--- config.mk ---
export PLATFORM = sky130hd
export DESIGN_NAME = instr_loader
export DESIGN_NICKNAME = d
export VERILOG_FILES = /design/src/rtl/instr_loader.sv
export SDC_FILE = /design/constraint.sdc
export NUM_CORES = 1
export LEC_CHECK = 0
export ABC_AREA = 1
export BUFFER_PORTS_ARGS = -buffer_cell sky130_fd_sc_hd__buf_2
export CORE_MARGIN = 3
export CORE_UTILIZATION = 44
export CTS_CLUSTER_DIAMETER = 40
export CTS_CLUSTER_SIZE = 10
export DETAILED_ROUTE_END_ITERATION = 7
export GPL_TIMING_DRIVEN = 0
export PLACE_DENSITY = 0.78
export REMOVE_ABC_BUFFERS = 1
export SETUP_SLACK_MARGIN = 0.15
export SLEW_MARGIN = 25
export SYNTH_ARGS = -nofsm -noshare
export SYNTH_HDL_FRONTEND = slang
export SYNTH_SLANG_ARGS = --single-unit
--- constraint.sdc ---
create_clock -name clk -period 1.4 [get_ports clk]
set_input_delay 0.07 -clock clk [delete_from_list [all_inputs] [get_ports clk]]
set_output_delay 0.07 -clock clk [all_outputs]
set_load 0.01 [all_outputs]
--- src/rtl/instr_loader.sv ---
// Streams 9-bit machine-code words into instruction memory through a registered write port.
// Tracks the program length and a running checksum, and holds the core stalled until a load completes.
module instr_loader #(
    parameter int D = 12
) (
    input  logic         clk,
    input  logic         reset,
    input  logic         start,
    input  logic         in_valid,
    input  logic [8:0]   in_data,
    input  logic         in_last,
    output logic         in_ready,
    output logic         wr_en,
    output logic [D-1:0] wr_addr,
    output logic [8:0]   wr_data,
    output logic [D:0]   prog_len,
    output logic [8:0]   checksum,
    output logic         core_hold,
    output logic         load_done,
    output logic         overflow_err
);

    typedef enum logic [1:0] {IDLE, LOAD, DONE, ERROR} state_t;

    localparam logic [D:0] TOP_ADDR = {1'b0, {D{1'b1}}};

    state_t state, state_nxt;
    logic   accept;
    logic   at_top;

    assign in_ready     = (state == LOAD);
    assign core_hold    = (state != DONE);
    assign load_done    = (state == DONE);
    assign overflow_err = (state == ERROR);

    // start discards any word offered in the same cycle.
    assign accept = in_valid && in_ready && !start;
    assign at_top = (prog_len == TOP_ADDR);

    always_ff @(posedge clk) begin
        if (reset) state <= IDLE;
        else       state <= state_nxt;
    end

    always_comb begin
        state_nxt = state;
        if (start)
            state_nxt = LOAD;
        else if (accept) begin
            if (in_last)     state_nxt = DONE;
            else if (at_top) state_nxt = ERROR;
        end
    end

    // prog_len doubles as the write address counter; it only advances while in LOAD,
    // and LOAD is left at the top address, so it never wraps.
    always_ff @(posedge clk) begin
        if (reset) begin
            wr_en    <= 1'b0;
            wr_addr  <= '0;
            wr_data  <= '0;
            prog_len <= '0;
            checksum <= '0;
        end else begin
            wr_en <= 1'b0;
            if (start) begin
                prog_len <= '0;
                checksum <= '0;
            end else if (accept) begin
                wr_en    <= 1'b1;
                wr_addr  <= prog_len[D-1:0];
                wr_data  <= in_data;
                prog_len <= prog_len + 1'b1;
                checksum <= checksum ^ in_data;
            end
        end
    end

endmodule

; ---- Word level (Yosys, flattened, before mapping)
; Index checks and enable logic that the tools add are counted.
[word_totals]
inputBits = 14
reg_bits = 46
wordCells = 30
[classes]
n_addsub = 1
eq_ne = 5
mux = 5
n_bitwise = 2
n_reduce_logical = 10
[ops]
columns = operator, n
row1 = adder 13 x 1 -> 13 bit (second input constant), 1
row2 = == test 13 x 12 -> 1 bit (second input constant), 1
row3 = XOR 9 bit, 1
row4 = AND reduction 2 bit, 3
row5 = == test 2 bit (second input constant), 2
row6 = two-way mux 2 bit, 2
row7 = nonzero test 2 bit, 2
row8 = two-way mux 1 bit, 3
row9 = nonzero test 3 bit, 1
row10 = == test 2 x 1 -> 1 bit (second input constant), 1
row11 = logical AND 1 bit, 2
row12 = != test 2 bit (second input constant), 1
row13 = OR reduction 2 bit, 1
row14 = logical NOT 1 bit, 1
row15 = NOT 1 bit, 1

; ---- Depth between registers and ports, before layout
; Gate-level depths: netlist of the first run.
[logic_depth]
word_depth = 5
mapped_depth = 9
depth_no_buf = 7

; ---- Least setup slack after synthesis of the first run
; No wires, ideal clock.
[synth_path]
path_kind = reg2reg
from = register prog_len[0]
to = register prog_len[12]
arrival_ns = 1.278
synth_period_minus_slack_ns = 1.394
path_stages_with_launch = 7
required_ns = 1.284
slack_ns = 0.006
path_cell_list = dfxtp_1 > ha_1 > nand3_1 > nor3_1 > nand4_1 > nand2_1 > nor2_1
[synth_between]
elab_chain_cells = 1
[synth_rtl]
columns = element, line_no
row1 = from (decl), 16  ; output logic [D:0] prog_len,
row2 = from (signal assigned), 73  ; prog_len <= prog_len + 1'b1;
row3 = adder 13 x 1 -> 13 bit, 73
; Every way passes these cells.
; A chain may end at the register's enable or synchronous reset.

; ---- Worst setup path after layout of the first run
[layout_path]
from = register state[1]
to = register wr_data[0]
[layout_between]
elab_chain_cells = 4
[layout_rtl]
columns = element, line_no
row1 = from (decl), 27  ; state_t state, state_nxt;
row2 = from (signal assigned), 42  ; else state <= state_nxt;
row3 = == test 2 x 1 -> 1 bit, 31  ; assign in_ready = (state == LOAD);
row4 = logical AND 1 bit (2 in series), 37  ; assign accept = in_valid && in_ready && !start;
row5 = AND reduction 2 bit (no line), n/a
row6 = to (signal assigned), 72  ; wr_data <= in_data;
row7 = to (decl), 15  ; output logic [8:0] wr_data,
; Every way passes these cells.

==> run_results.csv, run 1 <==
group,metric,value,unit
cts,clk_pin_slew,0.08,ns
yosys,ys_seq_area_share,50.7,%
place,port_buffers,61,
timing,fin_setup_tns,0,ns
place,dp.cells,342,
min_path,hold_path_class,"input port to flip-flop",
timing,fin_skew,0.00418,ns
routing,vias_per_cell,5.07,
timing,slew_headroom,38.0,%
power_and_ir_drop,pwr-share-seq,56.4,%
cells_and_area,num_antenna_cells,0,
timing,layout_setup_ws,0.0559,ns
floorplanning,fp.dieW,70.2,µm
timing,setup_viol,0,
power_and_ir_drop,intPower,1.83,mW
routing,drt_wl_total,5160,µm
routing,drc,0,
setup_path,start_kind,"flip-flop",
timing,post-route-period-util,96.0,%
power_and_ir_drop,p_switching,0.564,mW
setup_path,crit_chain,"inv_2 > nand3_4 > nor2_4 > clkbuf_16 > clkinvlp_4 > nand2_1 > a21oi_2",
power_and_ir_drop,clkPwrFrac,33.1,%
yosys,ys_types,21,
cts,cts_root_buffer,"clkbuf_8",
setup_path,worst-path-buf-inv,3,
floorplanning,die_h,70.2,µm
setup_path,required,1.58,ns
cells_and_area,drive_gt1_share,43.2,%
floorplanning,die_area,4930,µm²
cells_and_area,nNetsFinal,338,
flow_run,drv_cap,0,
setup_path,path_delay_family,"buffers and inverters",
setup_path,startpoint,"state[1]",
grt,grt_pass1_wl,7480,µm
cts,clock_sinks,46,
place,place_hpwl,2850,µm
setup_path,worstSetupEndpointType,"flip-flop",
cts,cts_tree,"yes",
timing,rsz0062_at_grt,"true",
cts,htreeDepth,2,
floorplanning,initial_core_util,47.4,%
yosys,syn-cell-area,1820,µm²
timing,finalHoldViolations,0,
yosys,yosys_warnings,0,
timing,tightest_slew,0.930,ns
cells_and_area,fin_util,70.0,%
min_path,hold_start,"in_data[5]",
cells_and_area,area_growth,47.6,%
timing,whs,0.0547,ns
grt,antenna_found_initial,0,
cts,worstSkewPairLatency,0.29,ns
routing,drt_iter0_drc,123,
yosys,synth.avg_cell_area,7.53,µm²
place,pre_cts_slack,-0.388,ns
routing,wl_per_cell,13.9,µm
cells_and_area,final_cells,370,
cts,cts_buffers,5,
cts,clockBufferDepth,2,
power_and_ir_drop,comb_power_share,10.4,%
routing,ant_nets,0,
setup_path,slowest_stage,"dfxtp_2",
routing,vias,1876,
routing,drt-pass1-iter-count,4,
timing,fin_crit,1.34,ns
timing,clock.fmax,744,MHz
setup_path,crit_type,"flip-flop to flip-flop",
setup_path,r2r_start,"state[1]",
floorplanning,core_area,3830,µm²
yosys,yosys_register_bits,46,
yosys,syn-instance-count,241,
timing,drv_slew,0,
place,dpl_cell_area,2160,µm²
power_and_ir_drop,leakagePower,1.23,nW
grt,first_global_vias,1671,
cells_and_area,post-route-cell-area,2680,µm²
floorplanning,rows,22,
setup_path,crit_fanout,7,
grt,grt_max_degree,21,
power_and_ir_drop,p_per_area,892,nW/µm²
power_and_ir_drop,totalPowerFinal,2.39,mW
run_status,status,"finished, final reports clean",
setup_path,crit_arrival,1.52,ns
grt,grt_overflow,0,
grt,global_route.usage.total,18.8,%
power_and_ir_drop,peakVddDrop,0.000550,V
power_and_ir_drop,switching_share,23.6,%
floorplanning,pin_count,62,
place,place_congestion,0.744,
setup_path,critical_path.max_stage_delay,0.34,ns
-- worst paths after layout --
kind                  to  slack [ns]  cells past startpoint
min          checksum[5]        0.05                      3
max reg2reg   wr_data[0]        0.06                      7
min reg2reg   wr_data[2]        0.46                      2
max           wr_data[0]        0.06                      7
-- cell usage after synthesis --
master	number	share of area [%]
nand4_1	3	1.0
buf_1	1	0.21
dfxtp_1	46	51
nand4_2	2	1.4
nor2_2	1	0.34
inv_1	33	6.8
nand2_1	46	9.5
buf_4	1	0.41
a211oi_1	1	0.41
nand3_1	8	2.2
buf_8	1	0.83
o21ai_0	24	6.6
a21oi_1	34	9.4
clkbuf_1	2	0.41
xor2_1	1	0.48
buf_2	3	0.83
ha_1	1	0.69
buf_6	1	0.62
nand3_2	1	0.55
nor3_1	2	0.55
nor2_1	29	6.0
-- layout by cell type, fill, tap and decap left out, types with 3 or more instances in the layout --
cell,count
buf_2,61
dfxtp_1,40
nand2_1,32
inv_1,30
a21oi_1,30
nor2_1,23
nand2_2,13
o21ai_1,11
buf_4,10
o21ai_0,9
nor2_2,6
clkbuf_8,6
nand3_1,5
o21ai_2,4
a21oi_2,4
nor2_4,3
nand3_2,3
nand4_1,3
dfxtp_4,3
dfxtp_2,3
-- cells by family after synthesis --
kind of cell / count (synthesis) / synth area share, %
XOR/XNOR: 1 / 0.483
flip-flops: 46 / 50.7
AO/OA/AOI/OAI: 59 / 16.4
adder cells (fa/ha/maj): 1 / 0.689
buffers and inverters: 42 / 10.1
AND/OR/NAND/NOR: 92 / 21.6
-- final cells by class --
class                   count  area, µm²
repair buffers             81        578
flip-flops and latches     46        936
inverters                  33        128
fillers                   296       1150
repair inverters            1       7.51
multi-input cells         155        887
well taps                  48       60.1
clock buffers               6       82.6
-- layer usage --
layer | vias up | global-route usage, % | wire [µm]
met2 | 68 | 32.8 | 2580
met3 | 7 | 5.32 | 376
met4 | 0 | 5.74 | 82
li1 | 939 | - | -
met1 | 862 | 22.1 | 2130
met5 | - | 0 | 0
-- flip-flops by register name, summed over array words and instances (netlist names) --
register / flops
wr_addr: 12
wr_en: 1
prog_len: 13
checksum: 9
wr_data: 9
state: 2
-- worst register-to-register path, stage by stage, from the launching register on --
cell and delay [ns]:
dfxtp_2 0.34, inv_2 0.08, nand3_4 0.07, nor2_4 0.16, clkbuf_16 0.19, clkinvlp_4 0.20, nand2_1 0.14, a21oi_2 0.06
-- power by group through the flow --
| stage | registers, mW | clock network [mW] | logic, mW |
|---|---|---|---|
| 3_5_place_dp | 1.38 | 0 | 0.160 |
| 2_1_floorplan | 1.39 | 0 | 0.0663 |
| 4_1_cts | 1.35 | 0.807 | 0.208 |
| 3_3_place_gp | 1.38 | 0 | 0.149 |
| 5_1_grt | 1.35 | 0.868 | 0.270 |
| 6_report | 1.35 | 0.791 | 0.249 |
-- what timing repair did --
item | CTS | global route
gates cloned | 4 | 2
hold endpoints to repair | 0 | 0
pin swaps | 9 | 20
gates resized for setup | 39 | 39
hold buffers | 0 | 0
setup buffers | 10 | 6
setup endpoints to repair | 44 | 44
(Power assumes the default switching activity.)
==> run 2: changes to the inputs <==
CORE_UTILIZATION = 45   (was 44)
PLACE_DENSITY = 0.77   (was 0.78)
clock period = 1.55 ns   (was 1.4 ns; I/O delays follow)
==> run 2 against run 1 <==
  * Final cell count is 4.6% lower
  * Combinational power is 39% lower
  * Clock-buffer cell count is 1 higher
  * Clock skew is 0.0026 ns higher
  * Flip-flop and latch count stayed put
  * First-iteration DRC count is 15% lower
  * Utilization is 8.2 points lower
  * Final area is 13% lower
==> run_results.csv, run 2 (same netlist as run 1, synthesis figures left out) <==
group,metric,value,unit
floorplanning,pin_count,62,
setup_path,worstSetupEndpointType,"flip-flop",
setup_path,required,1.73,ns
grt,grt_overflow,0,
place,port_buffers,61,
power_and_ir_drop,leakagePower,1.10,nW
cells_and_area,num_antenna_cells,0,
routing,wl_met3,333,µm
floorplanning,die_area,4830,µm²
cells_and_area,area_growth,28.3,%
cts,clock_sinks,46,
routing,top_layer,"met4",
timing,setup_viol,0,
timing,fin_setup_tns,0,ns
timing,post-route-period-util,87.3,%
routing,ant_nets,0,
cells_and_area,reg_top3,"prog_len x13, wr_addr x12",
run_status,status,"finished, final reports clean",
power_and_ir_drop,totalPowerFinal,2.22,mW
timing,fin_crit,1.35,ns
cells_and_area,largest_register_ffs,13,
cells_and_area,top_register,"prog_len",
cts,clockBufferDepth,2,
timing,drv_slew,0,
cts,hold_buffers,0,
grt,grt_pass1_wl,6880,µm
floorplanning,fp.dieW,69.5,µm
min_path,hold_path_class,"input port to flip-flop",
cells_and_area,final_common_cell,"buf_2",
routing,vias,1737,
cts,clk_pin_slew,0.08,ns
power_and_ir_drop,peakVddDrop,0.000736,V
routing,wl_met1,1870,µm
place,dpl_cell_area,2150,µm²
routing,vias_per_cell,4.92,
routing,drt_iter0_drc,104,
setup_path,crit_type,"flip-flop to flip-flop",
setup_path,start_kind,"flip-flop",
cells_and_area,final_cell_mix,"61 x buf_2, 46 x nand2_1, 43 x dfxtp_1",
grt,grt_max_degree,21,
flow_run,drv_cap,0,
timing,layout_setup_ws,0.196,ns
cts,cts_root_buffer,"clkbuf_8",
cells_and_area,nNetsFinal,319,
timing,slew_headroom,48.5,%
cts,cts_buffers,5,
grt,first_global_vias,1582,
floorplanning,initial_core_util,48.1,%
place,place_hpwl,2770,µm
routing,drc,0,
timing,fin_skew,0.00681,ns
place,place_congestion,0.741,
routing,wl_per_cell,11.8,µm
timing,clock.fmax,739,MHz
cts,worstSkewPairLatency,0.29,ns
cells_and_area,drive_gt1_share,27.2,%
setup_path,crit_arrival,1.54,ns
floorplanning,core_area,3770,µm²
cts,htreeDepth,2,
floorplanning,die_h,69.5,µm
routing,drt-pass1-iter-count,4,
routing,met2_length,1930,µm
timing,finalHoldViolations,0,
floorplanning,rows,22,
grt,global_route.usage.total,17.3,%
place,pre_cts_slack,-0.00603,ns
cts,cts_tree,"yes",
routing,drt_wl_total,4160,µm
cells_and_area,post-route-cell-area,2330,µm²
timing,tightest_slew,0.771,ns
grt,antenna_found_initial,0,
timing,rsz0062_at_grt,"true",
setup_path,crit_fanout,18,
power_and_ir_drop,p_per_area,955,nW/µm²
-- run 2: path summary, 6_finish.rpt --
check,start,depth (start not counted),slack [ns],endpoint
max,state[1],7,0.20,checksum[7]
min,in_data[4],3,0.07,wr_data[4]
max reg2reg,state[1],7,0.20,checksum[7]
min reg2reg,wr_data[6],2,0.46,wr_data[6]
-- run 2: area by class of cell --
cell class / instances / area [µm²]
clock inverters: 1 / 30.0
fillers: 321 / 1440
inverters: 33 / 124
flip-flops and latches: 46 / 927
repair buffers: 65 / 373
well taps: 48 / 60.1
clock buffers: 7 / 76.3
multi-input cells: 153 / 739
-- run 2: per-layer routing --
metal | track usage (%) | vias up
li1 | - | 902
met3 | 6.52 | 5
met2 | 28.5 | 46
met5 | 0 | -
met1 | 21.2 | 784
met4 | 4.56 | 0
-- run 2: report_power, final --
group | leakage (nW) | internal, mW | switching (mW)
Combinational | 0.678 | 0.0623 | 0.0902
Clock | 0.0524 | 0.483 | 0.373
Sequential | 0.374 | 1.20 | 0.0128
Total | 1.10 | 1.75 | 0.475
-- run 2: timing repair --
action,4_1_cts,5_1_grt
pin swaps,2,2
buffers inserted,2,0
gates resized for setup,6,5
setup endpoints to repair,30,27
gates cloned,1,0
-- run 2: critical path: stages, from the launching register on --
cell and delay [ns]:
dfxtp_1 0.34, inv_1 0.08, nand3_2 0.12, nor2_4 0.21, buf_12 0.18, nand2_1 0.09, o21ai_0 0.17, a21oi_1 0.06
-- run 2: through the flow --
step | hold WS [ns] | instances | util (%)
after floorplan | 0.147 | 232 | -
after global placement | 0.329 | 341 | 56.2
after detailed placement | 0.370 | 342 | 57.0
after CTS | 0.0666 | 353 | 61.6
after global routing | 0.0900 | 353 | 61.8
final | 0.0720 | 353 | 61.8
